`config.mk`:
```
export PLATFORM = sky130hd
export DESIGN_NAME = cordic_operand_injector
export DESIGN_NICKNAME = d
export VERILOG_FILES = /design/src/rtl/cordic_operand_injector.sv
export SDC_FILE = /design/constraint.sdc
export NUM_CORES = 1
export LEC_CHECK = 0
export CORE_MARGIN = 8
export CORE_UTILIZATION = 43
export CTS_CLUSTER_DIAMETER = 60
export CTS_CLUSTER_SIZE = 20
export DETAILED_ROUTE_END_ITERATION = 7
export HOLD_SLACK_MARGIN = 0.03
export PLACE_DENSITY = 0.76
export REMOVE_ABC_BUFFERS = 1
export SETUP_SLACK_MARGIN = 0.5
export SYNTH_ARGS = -nofsm -noshare
export SYNTH_HDL_FRONTEND = slang
export SYNTH_SLANG_ARGS = --single-unit
```
`constraint.sdc`:
```
create_clock -name clk -period 3.1 [get_ports clk]
set_clock_uncertainty 0.2 [all_clocks]
set_input_delay 0.62 -clock clk [delete_from_list [all_inputs] [get_ports clk]]
set_output_delay 0.62 -clock clk [all_outputs]
set_load 0.02 [all_outputs]
```
`src/rtl/cordic_operand_injector.sv`:
```
// Clocked-to-async operand injector: single-rail host operand in, dual-rail
// four-phase RTZ codeword out to the async square-root operand join.

package pa_AsyncCordic;
  localparam int RW = 15;
  localparam int EW = 7;
  // {t,f}: 10 = one, 01 = zero, 00 = spacer, 11 illegal
  typedef struct packed {
    logic t;
    logic f;
  } dual_rail_t;
endpackage

// One dual-rail bit; both rails come straight off flops so the async side
// never sees combinational glitches.
module dr_rail_flop (
  input  logic                      clk,
  input  logic                      rst,
  input  logic                      load,
  input  logic                      clear,
  input  logic                      d,
  output pa_AsyncCordic::dual_rail_t q
);
  always_ff @(posedge clk or posedge rst) begin
    if (rst)        q <= '0;
    else if (load)  q <= '{t: d, f: ~d};
    else if (clear) q <= '0;
  end
endmodule

// Plain flop chain for an asynchronous ack; STAGES must be at least 2.
module ack_sync_chain #(
  parameter int STAGES = 2
) (
  input  logic clk,
  input  logic rst,
  input  logic d,
  output logic q
);
  logic [STAGES-1:0] chain;

  always_ff @(posedge clk or posedge rst) begin
    if (rst) chain <= '0;
    else     chain <= {chain[STAGES-2:0], d};
  end

  assign q = chain[STAGES-1];
endmodule

module cordic_operand_injector #(
  parameter int RW          = pa_AsyncCordic::RW,
  parameter int EW          = pa_AsyncCordic::EW,
  parameter int SYNC_STAGES = 2,
  parameter int TIMEOUT     = 1024
) (
  input  logic                             clk,
  input  logic                             rst,
  input  logic                             op_valid,
  output logic                             op_ready,
  input  logic [RW:0]                      op_radicand,
  input  logic [EW:0]                      op_exp,
  output pa_AsyncCordic::dual_rail_t [RW:0] radicand,
  output pa_AsyncCordic::dual_rail_t [EW:0] exp,
  input  logic                             radicand_ack,
  input  logic                             exp_ack,
  output logic [15:0]                      xfer_cnt,
  output logic                             error
);
  typedef enum logic [1:0] {IDLE, DRIVE, RTZ} state_t;

  localparam int TW = (TIMEOUT > 1) ? $clog2(TIMEOUT) : 1;
  localparam logic [TW-1:0] TLIM = TW'((TIMEOUT > 0) ? TIMEOUT - 1 : 0);

  state_t        state, state_d;
  logic          rad_s, exp_s;
  logic          c_q, ack_sync;
  logic          hs, load, clear, busy;
  logic          ready_d;
  logic [TW-1:0] tcnt;

  ack_sync_chain #(.STAGES(SYNC_STAGES)) u_rad_sync (
    .clk(clk), .rst(rst), .d(radicand_ack), .q(rad_s)
  );
  ack_sync_chain #(.STAGES(SYNC_STAGES)) u_exp_sync (
    .clk(clk), .rst(rst), .d(exp_ack), .q(exp_s)
  );

  // C-element: rises only when both acks are up, falls only when both are down
  assign ack_sync = (rad_s & exp_s) | (c_q & (rad_s | exp_s));

  always_ff @(posedge clk or posedge rst) begin
    if (rst) c_q <= 1'b0;
    else     c_q <= ack_sync;
  end

  genvar i;
  generate
    for (i = 0; i <= RW; i++) begin : g_rad
      dr_rail_flop u_bit (
        .clk(clk), .rst(rst), .load(load), .clear(clear),
        .d(op_radicand[i]), .q(radicand[i])
      );
    end
    for (i = 0; i <= EW; i++) begin : g_exp
      dr_rail_flop u_bit (
        .clk(clk), .rst(rst), .load(load), .clear(clear),
        .d(op_exp[i]), .q(exp[i])
      );
    end
  endgenerate

  assign hs   = op_valid & op_ready & (state == IDLE);
  assign busy = (state == DRIVE) || (state == RTZ);

  always_comb begin
    state_d = state;
    load    = 1'b0;
    clear   = 1'b0;
    case (state)
      IDLE:  if (hs) begin
               load    = 1'b1;
               state_d = DRIVE;
             end
      DRIVE: if (ack_sync) begin
               clear   = 1'b1;
               state_d = RTZ;
             end
      RTZ:   if (!ack_sync) state_d = IDLE;
      default: state_d = IDLE;
    endcase
  end

  // Raw acks also hold off ready: right after reset the synchroniser is empty
  // and cannot yet show an ack left high by the async side.
  assign ready_d = (state == IDLE) & ~hs & ~ack_sync & ~(radicand_ack | exp_ack);

  always_ff @(posedge clk or posedge rst) begin
    if (rst) begin
      state    <= IDLE;
      op_ready <= 1'b0;
      xfer_cnt <= '0;
    end else begin
      state    <= state_d;
      op_ready <= ready_d;
      if (state == RTZ && state_d == IDLE) xfer_cnt <= xfer_cnt + 16'd1;
    end
  end

  // Edges spent without a state change in DRIVE/RTZ; saturates once error is set
  always_ff @(posedge clk or posedge rst) begin
    if (rst) begin
      tcnt  <= '0;
      error <= 1'b0;
    end else if (state_d != state) begin
      tcnt <= '0;
    end else if (busy && TIMEOUT != 0) begin
      if (tcnt == TLIM) error <= 1'b1;
      else              tcnt  <= tcnt + 1'b1;
    end
  end
endmodule

```
==> out/qor.csv <==
metric,value,unit
antenna cells,0,
Ports,95,
multi-input logic area,1270,um^2
compound-gate portion of the synthesized area,14.0,%
P per Cell Area,964,nW/um^2
Main synth FF type,dfrtp_1,
Die X-Extent,105,um
sequential-to-total area share from yosys stat,61.4,%
GP Congestion,0.788,
core footprint,7690,um^2
simple logic cell fraction of the synthesized area,13.0,%
Layout Cells excl Fill,496,
Initial DRT Pass Iterations,4,
first-pass GRT wire length,14200,um
starting density of the core,44.0,%
synthesized area,3380,um^2
post-route ant nets,0,
Setup Crit Path Kind,reg2reg,
largest family of logic cells by synthesized area,compound AO/OA/AOI/OAI gates,
R2R depth,9,
synth-to-layout area growth,39.4,%
fin crit share,79.1,%
relative max-transition margin,51.7,%
Peak VDD IR,0.579,mV
final core utilization,61.4,%
"leading cell types in the layout, fill and taps excluded","94 x clkdlybuf4s50_1, 82 x dfrtp_1, 33 x nand2_1, 28 x o21ai_0, 24 x a22o_1",
hold buffers post-CTS,0,
Post-synth EDFFs,0,
DRC Markers,0,
CTS Buf Count,9,
Synth cell types,41,
clk slew on worst S/H paths,80,ps
WP data required,3170,ps
final WL,8190,um
Critical Path Sink Type,flip-flop,
antenna violations before repair,0,
critical path startpoint category,flip-flop,
"Hold Vio Cnt, Final",0,
mux cell area share after synthesis,1.07,%
DP Cell Count,474,
maxcap violations,0,
Max Clock Freq,0.408,GHz
synth top area cells,"dfrtp_1 61%, a22o_1 6.2%, o21ai_0 4.1%",
Total GRT Usage,15.6,%
layout cells sized above 1,10.4,%
via count,2583,
H-tree lvl count,3,
Filler cells,625,
nets,424,
TritonCTS clock tree,yes,
leakage power,2.01,nW
Max Slew Vio Count,0,
vias in the first global route,2818,
Iteration-0 DRC Markers,84,
Die H,105,um
routed length per instance,16.5,um
DPL Wire Length,5650,um
Synth top area share,61.4,%
Skew-Pair Late Insertion Delay,340,ps
"most common cell after layout, fill and taps aside",clkdlybuf4s50_1,
Overflow after GRT,0,
leading area contributor after synthesis,dfrtp_1,
Mapped Avg Cell Area,11.8,um^2
IO Port Bufs,94,
hold depth,0,
Cell Rows,32,
register area,2080,um^2
Crit Path Max Fanout,6,
CTS sink cnt,83,
Mapped Cells,288,
transition time of the tightest slew-check pin,723,ps
#FFs+latches synth,83,
outcome,finished clean,
Ys Warns,0,
# setup viols final,0,
Synth Area in Adders,2.62,%
"Arr. time, crit path",2520,ps
largest net degree at the start of global routing,52,
Hold/Removal Path Class,reg2reg,
area share of xor/xnor cells in the synthesized design,5.18,%
vias per inst,5.21,
root buffer cell,clkbuf_8,
Die ar.,11000,um^2
asr flop ratio synth,100,%
RSZ-0062 raised after global routing,false,
Clock Path Buffers,2,
fin crit period,2450,ps
## flip-flops by register name (all words and copies together), names as in the netlist
register          count
u_rad_sync.chain      2
state                 2
g_rad.u_bit.q        32
c_q                   1
xfer_cnt             16
g_exp.u_bit.q        16
error                 1
u_exp_sync.chain      2
op_ready              1
tcnt                 10
## stage by stage
stage / worst slack, ps / hold WS (ps) / instance area (um^2) / power (W) / TNS [ps]
6_report: 648 / 156 / 4720 / 0.00455 / 0
5_1_grt: 488 / 176 / 4720 / 0.00483 / 0
4_1_cts: 561 / 158 / 4670 / 0.00457 / 0
3_5_place_dp: 68.8 / 139 / 4440 / 0.00375 / 0
3_3_place_gp: 123 / 133 / 4440 / 0.00370 / 0
2_1_floorplan: -363 / 131 / 3330 / 0.00275 / -16060
## worst max-delay path: stages, from the launching register on
cell and delay, ps:
dfrtp_1 410, inv_1 110, ha_1 270, a21boi_0 190, o31ai_2 330, o32ai_4 130
buf_4 180, buf_4 140, nor4_4 250, xor2_1 170
## per-layer routing
metal  vias to the layer above  share of wire, %  GRT usage, %
li1                       1219                 -             -
met1                      1298                42          18.0
met2                        55                52          26.8
met3                        11               4.9          4.05
met4                         0               1.7          6.93
met5                         -                 0             0
## synth_stat cells, types with 2 or more instances
master,number
ha_1,6
o21ai_0,28
inv_1,10
a21oi_1,5
nor3_2,3
nor4b_1,2
nand4_1,5
nand2_1,33
nor4_1,3
nand3_1,5
clkbuf_1,9
buf_1,3
a31oi_1,3
xor2_1,14
dfrtp_1,83
a22o_1,24
nor2_1,14
nor3_1,7
xnor2_1,6
and3_1,4
## where the power goes
part / switching (W) / total [W] / internal [W]
Sequential: 0.000241 / 0.00171 / 0.00147
Combinational: 0.00109 / 0.00208 / 0.000990
Clock: 0.000384 / 0.000762 / 0.000378
## logic make-up (layout without fill, tap and decap cells)
logic type / Yosys count / in the layout
compound gates: 67 / 68
xor+xnor: 20 / 20
fa+ha+maj: 7 / 7
buf+inv: 23 / 128
flops: 83 / 83
mux: 3 / 3
simple gates: 85 / 85
## worst paths after layout
kind	startpoint	to	slack (ps)
max in group asynchronous	rst	state[1]	1590
worst min-delay path	u_exp_sync.chain[0]	u_exp_sync.chain[1]	160
worst min register to register	u_exp_sync.chain[0]	u_exp_sync.chain[1]	160
worst max-delay path	state[0]	xfer_cnt[8]	650
worst max register to register	state[0]	xfer_cnt[8]	650
min in group asynchronous	rst	g_exp[5].u_bit.q[1]	440
## cell type report
class                   instances  area share, %
well taps                     102           2.70
inverters                      10          0.822
repair buffers                102           21.5
flip-flops and latches         83           44.0
clock buffers                  11           2.78
clock inverters                 5           1.30
multi-input cells             183           26.9
## repair_timing
action / 4_1_cts / 5_1_grt
pin swaps: 1 / 1
endpoints found under the setup margin: 10 / 45
gates resized for setup: 0 / 8
cloned: 1 / 0
endpoints found under the hold margin: 0 / 0
setup buffers: 3 / 2
Note: power is estimated with default switching activity, not from simulation.
